## config.mk

```make
export PLATFORM = sky130hd
export DESIGN_NAME = serial_01_tx
export DESIGN_NICKNAME = d
export VERILOG_FILES = /design/src/rtl/serial_01_tx.sv
export SDC_FILE = /design/constraint.sdc
export NUM_CORES = 1
export LEC_CHECK = 0
export ABC_AREA = 1
export CORE_MARGIN = 5
export CORE_UTILIZATION = 53
export CTS_CLUSTER_DIAMETER = 40
export DETAILED_ROUTE_END_ITERATION = 6
export GPL_ROUTABILITY_DRIVEN = 0
export PLACE_DENSITY = 0.92
export SETUP_SLACK_MARGIN = 0.3
export SLEW_MARGIN = 30
export SYNTH_ARGS = -nofsm -noshare
export SYNTH_HDL_FRONTEND = slang
export SYNTH_SLANG_ARGS = --single-unit
```

## constraint.sdc

```tcl
create_clock -name clk -period 2.6 [get_ports clk]
set_clock_uncertainty 0.1 [all_clocks]
set_input_delay 0.39 -clock clk [delete_from_list [all_inputs] [get_ports clk]]
set_output_delay 0.39 -clock clk [all_outputs]
set_load 0.1 [all_outputs]
```

## src/rtl/serial_01_tx.sv

```systemverilog
// Serial transmitter: shifts a WIDTH-bit word out MSB first and counts emitted "01" pairs.
// Optional even-parity trailer bit enabled by defining SERIAL_01_TX_PARITY_EN.
module serial_01_tx #(
    parameter int WIDTH = 8,
    parameter int CW    = 4
) (
    input  logic             clk,
    input  logic             rst,
    input  logic             load,
    input  logic [WIDTH-1:0] din,
    output logic             ready,
    output logic             bit_out,
    output logic             bit_valid,
    output logic             last,
    output logic             done,
    output logic [CW-1:0]    cnt01
);

    localparam int IW = $clog2(WIDTH);
    localparam logic [IW-1:0] LAST_IDX = IW'(WIDTH - 1);

`ifdef SERIAL_01_TX_PARITY_EN
    typedef enum logic [1:0] {IDLE, SHIFT, PAR, DONE} state_t;
`else
    typedef enum logic [1:0] {IDLE, SHIFT, DONE} state_t;
`endif

    state_t           state_reg, state_next;
    logic [WIDTH-1:0] sreg_reg, sreg_next;
    logic [IW-1:0]    idx_reg, idx_next;
    logic             prev_reg, prev_next;
    logic             ready_reg, ready_next;
    logic             bit_out_reg, bit_out_next;
    logic             bit_valid_reg, bit_valid_next;
    logic             last_reg, last_next;
    logic             done_reg, done_next;
    logic [CW-1:0]    cnt_reg, cnt_next;
`ifdef SERIAL_01_TX_PARITY_EN
    logic             par_reg, par_next;
`endif
    logic             start;

    assign ready     = ready_reg;
    assign bit_out   = bit_out_reg;
    assign bit_valid = bit_valid_reg;
    assign last      = last_reg;
    assign done      = done_reg;
    assign cnt01     = cnt_reg;

    // A frame may start from IDLE or directly out of DONE (one-cycle gap).
    assign start = load && ((state_reg == IDLE) || (state_reg == DONE));

    always_ff @(posedge clk) begin
        if (rst) begin
            state_reg     <= IDLE;
            sreg_reg      <= '0;
            idx_reg       <= '0;
            prev_reg      <= 1'b1;
            ready_reg     <= 1'b1;
            bit_out_reg   <= 1'b0;
            bit_valid_reg <= 1'b0;
            last_reg      <= 1'b0;
            done_reg      <= 1'b0;
            cnt_reg       <= '0;
`ifdef SERIAL_01_TX_PARITY_EN
            par_reg       <= 1'b0;
`endif
        end else begin
            state_reg     <= state_next;
            sreg_reg      <= sreg_next;
            idx_reg       <= idx_next;
            prev_reg      <= prev_next;
            ready_reg     <= ready_next;
            bit_out_reg   <= bit_out_next;
            bit_valid_reg <= bit_valid_next;
            last_reg      <= last_next;
            done_reg      <= done_next;
            cnt_reg       <= cnt_next;
`ifdef SERIAL_01_TX_PARITY_EN
            par_reg       <= par_next;
`endif
        end
    end

    // Outputs are registered: each branch computes what is visible in the next cycle.
    always_comb begin
        state_next     = state_reg;
        sreg_next      = sreg_reg;
        idx_next       = idx_reg;
        prev_next      = prev_reg;
        ready_next     = ready_reg;
        bit_out_next   = bit_out_reg;
        bit_valid_next = bit_valid_reg;
        last_next      = last_reg;
        done_next      = done_reg;
        cnt_next       = cnt_reg;
`ifdef SERIAL_01_TX_PARITY_EN
        par_next       = par_reg;
`endif

        case (state_reg)
            IDLE: begin
                done_next = 1'b0;
            end
            SHIFT: begin
                if (idx_reg == LAST_IDX) begin
`ifdef SERIAL_01_TX_PARITY_EN
                    state_next   = PAR;
                    bit_out_next = par_reg;
                    last_next    = 1'b1;
`else
                    state_next     = DONE;
                    bit_valid_next = 1'b0;
                    bit_out_next   = 1'b0;
                    last_next      = 1'b0;
                    done_next      = 1'b1;
                    ready_next     = 1'b1;
`endif
                end else begin
                    bit_out_next = sreg_reg[WIDTH-1];
                    sreg_next    = sreg_reg << 1;
                    idx_next     = IW'(idx_reg + 1'b1);
`ifdef SERIAL_01_TX_PARITY_EN
                    last_next    = 1'b0;
`else
                    last_next    = (IW'(idx_reg + 1'b1) == LAST_IDX);
`endif
                    if (!prev_reg && sreg_reg[WIDTH-1] && (cnt_reg != {CW{1'b1}}))
                        cnt_next = cnt_reg + 1'b1;
                    prev_next = sreg_reg[WIDTH-1];
                end
            end
`ifdef SERIAL_01_TX_PARITY_EN
            PAR: begin
                state_next     = DONE;
                bit_valid_next = 1'b0;
                bit_out_next   = 1'b0;
                last_next      = 1'b0;
                done_next      = 1'b1;
                ready_next     = 1'b1;
            end
`endif
            DONE: begin
                state_next = IDLE;
                done_next  = 1'b0;
            end
            default: begin
                state_next = IDLE;
            end
        endcase

        // First bit goes out immediately; prev is then that bit, so it cannot close a pair.
        if (start) begin
            state_next     = SHIFT;
            ready_next     = 1'b0;
            done_next      = 1'b0;
            bit_valid_next = 1'b1;
            bit_out_next   = din[WIDTH-1];
            sreg_next      = din << 1;
            idx_next       = '0;
            last_next      = 1'b0;
            cnt_next       = '0;
            prev_next      = din[WIDTH-1];
`ifdef SERIAL_01_TX_PARITY_EN
            par_next       = ^din;
`endif
        end
    end

endmodule

```

Yosys cells after proc, flatten, opt, wreduce, memory -nomap -nowiden
Cells that the tools add are included.

cells by class
  eq/ne operators = 9
  multiplexer cells = 20
  bitwise gates (word level) = 2
  reductions and logical operators = 18
  add/subtract/negate cells = 2

operator list
  cell                                            number
  2-to-1 mux 8 bit                                3
  2-to-1 mux 1 bit                                14
  AND reduction 2 bit                             6
  == test 3 bit (second input constant)           2
  != test 2 bit (second input constant)           3
  nonzero test 2 bit                              3
  adder 4 x 1 -> 4 bit (second input constant)    1
  != test 4 bit (second input constant)           1
  case mux 2 bit (2 select lines)                 1
  OR reduction 2 bit                              2
  adder 3 x 1 -> 3 bit (second input constant)    1
  logical AND 1 bit                               3
  != test 3 bit (second input constant)           1
  AND reduction 3 bit                             1
  == test 2 x 1 -> 1 bit (second input constant)  1
  == test 2 bit (second input constant)           1
  logical NOT 2 bit                               1
  2-to-1 mux 2 bit                                1
  inverter 1 bit                                  2
  case mux 1 bit (2 select lines)                 1
  logical NOT 1 bit                               1
  logical OR 1 bit                                1

storage, ports and cells
  register bits = 22
  output and inout port bits = 9

Logic depth before layout (Yosys ltp)
  depth in word-level cells = 5
  gate-level depth with buffers = 7
  gate-level depth less buffers = 7

Worst setup path after synthesis
No wires, ideal clock.

  path type = register -> register
  start point = register cnt_reg[0], in the netlist cnt01[0]
  end point = register cnt_reg[1], in the netlist cnt01[1]
  period minus slack after synthesis = 2000 ps
  stages on the path, launching flop included = 7
  data arrival time = 1782 ps
  slack = 600 ps
  data required time = 2382 ps
  library setup time = 118 ps
  cells stage by stage = dfxtp_1 > ha_1 > nand3_1 > nand2_1 > nor2_4 > o21ai_1 > nor2_1

between the ends
  word-level cells in the longest chain between the ends = 3
  elaborated cells between the ends (all ways) = 4

RTL lines
  element                                                       RTL line  RTL
  start: declaration                                            37        logic [CW-1:0] cnt_reg, cnt_next;
  start signal: assignment                                      78        cnt_reg <= cnt_next;
  branches (longest 3 deep; another with adder 4 x 1 -> 4 bit)  -

Parallel ways; which one is timed is not known.
A chain may end at the register's enable or synchronous reset.

Worst setup path after layout
  start point = register idx_reg[1]
  end point = register sreg_reg[4]

between the ends
  word-level cells in the longest chain between the ends = 3

RTL lines
  element                        RTL line  RTL
  start: declaration             30        logic [IW-1:0] idx_reg, idx_next;
  start signal: assignment       71        idx_reg <= idx_next;
  == test 3 bit                  106       if (idx_reg == LAST_IDX) begin
  != test 2 bit (no line)        -
  AND reduction 2 bit (no line)  -
  end signal: assignment         70        sreg_reg <= sreg_next;
  end: declaration               29        logic [WIDTH-1:0] sreg_reg, sreg_next;

No other way between the ends.

==> impl_metrics.env <==
export IMPL_grt_pass1_wl_mm=3.59
export IMPL_hold_path_startpoint="bit_valid"
export IMPL_fin_crit_sh=0.639
export IMPL_timing_rr_end="sreg_reg[4]"
export IMPL_synth_nets=147
export IMPL_synth_largest_area_cell="dfxtp_1"
export IMPL_hold_end="bit_valid"
export IMPL_post_cts_repair_setup_buffers=0
export IMPL_grt_pass1_vias=891
export IMPL_grt_start_max_net_pins=13
export IMPL_status="completed"
export IMPL_ff2ff_path_depth=7
export IMPL_drive_gt1_frac=0.208
export IMPL_clk_path_buf_depth=2
export IMPL_largest_reg_flops=7
export IMPL_p_leak_nw=0.537
export IMPL_drt_iter0_drc=13
export IMPL_placed_area_um2=1230
export IMPL_cp_data_required_time_ps=2740
export IMPL_cts_hold_buf=0
export IMPL_cts_tree="built"
export IMPL_vias=904
export IMPL_max_cap_violations=0
export IMPL_synthDistinctLibCells=21
export IMPL_first_pass_iters=4
export IMPL_drcViolationCount=0
export IMPL_cts_root_buf="clkbuf_4"
export IMPL_diodes=0
export IMPL_layout_min_cycle_time_ps=1660
export IMPL_htree_levels=1
export IMPL_r2r_start="idx_reg[1]"
export IMPL_finalHoldViolations=0
export IMPL_path_clk_slew_ps=120
export IMPL_synth_area_um2=1040
export IMPL_ios=20
export IMPL_fillCellCount=169
export IMPL_port_buffers=19
export IMPL_routed_via_density=4.99
export IMPL_utilization=0.664
export IMPL_start_util=0.545
export IMPL_synth_area_per_cell_um2=7.85
export IMPL_ctsResizeCount=0
export IMPL_regArea_um2=440
export IMPL_insertion_delay_ps=300
export IMPL_nets=170
export IMPL_ant_nets=0
export IMPL_cts_buffers=3
export IMPL_worstPathArrival_ps=1800
export IMPL_min_path_cells=2
export IMPL_tns_ps=0
export IMPL_slew_headroom=0.756
export IMPL_cts_sinks=22
export IMPL_core_area_um2=1900
export IMPL_final_cell_mix="nand2_1, dfxtp_1, clkdlybuf4s50_1, buf_4"
export IMPL_setup_viol=0
export IMPL_holdWs_ps=372
export IMPL_synthCells=132
export IMPL_fmaxAchievable_ghz=0.602
export IMPL_ir_drop_v=0.000433
export IMPL_r2r_slack_ps=940
export IMPL_dp_hpwl_mm=1.58
export IMPL_dieArea_um2=2940
export IMPL_netlist_top_cells_area="dfxtp_1, nand2_1, a21oi_2"
export IMPL_rsz0062_at_grt="no"
export IMPL_multiInputGateArea_um2=534
export IMPL_area_growth_pct=21.9
export IMPL_track_usage=0.170
export IMPL_yosysTopAreaCellShare=0.425
export IMPL_cp_start_kind="flop"
export IMPL_ys_ff_latch=22
export IMPL_final_common_cell="nand2_1"
export IMPL_tightest_slew_ps=365
export IMPL_rows=16
export IMPL_fp_dieH_um=54.2
export IMPL_ys_seq_area_frac=0.425
export IMPL_overflow=0
export IMPL_wire_per_inst_um=11.3
export IMPL_finalWirelength_mm=2.04
export IMPL_setup_worst_path_class="flop to flop"
export IMPL_slew_viol_final=0
export IMPL_endpoint_kind="flop"
export IMPL_antenna_found_initial=0
export IMPL_synth_warnings=0
export IMPL_finalInstanceArea_um2=1260
export IMPL_min_path_type="flop to flop"
export IMPL_crit_fanout=9
export IMPL_die_w_um=54.2
export IMPL_cellPowerDensity_nw_per_um2=534
[final cells by class]
class | instances | area share
timing repair buffer | 20 | 0.139
inverter | 10 | 0.0337
sequential | 22 | 0.349
clock buffer | 4 | 0.0287
tap | 27 | 0.0268
multi-input combinational | 98 | 0.423
[per-stage QoR]
| stage | total power [mW] | instances | setup WS [ps] |
|---|---|---|---|
| 2_1_floorplan | 0.464 | 132 | 600 |
| 6_report | 0.674 | 181 | 938 |
| 4_1_cts | 0.680 | 181 | 934 |
| 5_1_grt | 0.707 | 181 | 823 |
| 3_3_place_gp | 0.494 | 177 | 852 |
| 3_5_place_dp | 0.498 | 177 | 783 |
[cell usage after synthesis, drive strengths merged]
| master | count |
|---|---|
| a21oi | 15 |
| nand2 | 52 |
| nand4 | 1 |
| o21ai | 6 |
| dfxtp | 22 |
| nor2 | 10 |
| inv | 9 |
| clkinv | 1 |
| clkbuf | 1 |
| buf | 1 |
| nand3 | 7 |
| ha | 4 |
| nor3 | 1 |
| nand3b | 1 |
| xor2 | 1 |
[how the worst max path moves through the flow]
stage | slack [ps] | start | endpoint | depth (start not counted)
finish | 940 | idx_reg[1] | sreg_reg[4] | 7
global route | 820 | idx_reg[1] | sreg_reg[4] | 7
CTS | 930 | idx_reg[1] | sreg_reg[4] | 7
detailed placement | 780 | load | sreg_reg[4] | 7
global placement | 850 | load | sreg_reg[3] | 7
floorplan | 600 | cnt01[0] | cnt01[1] | 6
[critical path: stages (launching register included)]
cell and delay (ps):
dfxtp_1 400, ha_1 170, ha_1 240, nand3b_4 230, nand2_4 100, inv_2 150
nand2_1 80, a21oi_2 130
[logic make-up (layout without fill, tap and decap cells)]
| kind of cell | Yosys count | count (layout) | synth area share |
|---|---|---|---|
| buf+inv | 12 | 34 | 0.0592 |
| simple gates | 72 | 72 | 0.325 |
| fa+ha+maj | 4 | 4 | 0.0483 |
| flops | 22 | 22 | 0.425 |
| xor+xnor | 1 | 1 | 0.00846 |
| compound gates | 21 | 21 | 0.134 |
[power breakdown]
part | switching (mW) | total (mW) | internal (mW)
registers | 0.0115 | 0.364 | 0.352
clock network | 0.0987 | 0.184 | 0.0854
logic | 0.0840 | 0.127 | 0.0427
total | 0.194 | 0.674 | 0.480
[routing by layer]
metal | GRT usage | up-vias | wire length [um]
met1 | 0.187 | 410 | 904
met5 | 0 | - | 0
met4 | 0.108 | 0 | 44
met3 | 0.0300 | 6 | 95
met2 | 0.297 | 22 | 997
li1 | - | 466 | -
No activity file was read; power rests on OpenSTA's default activity.
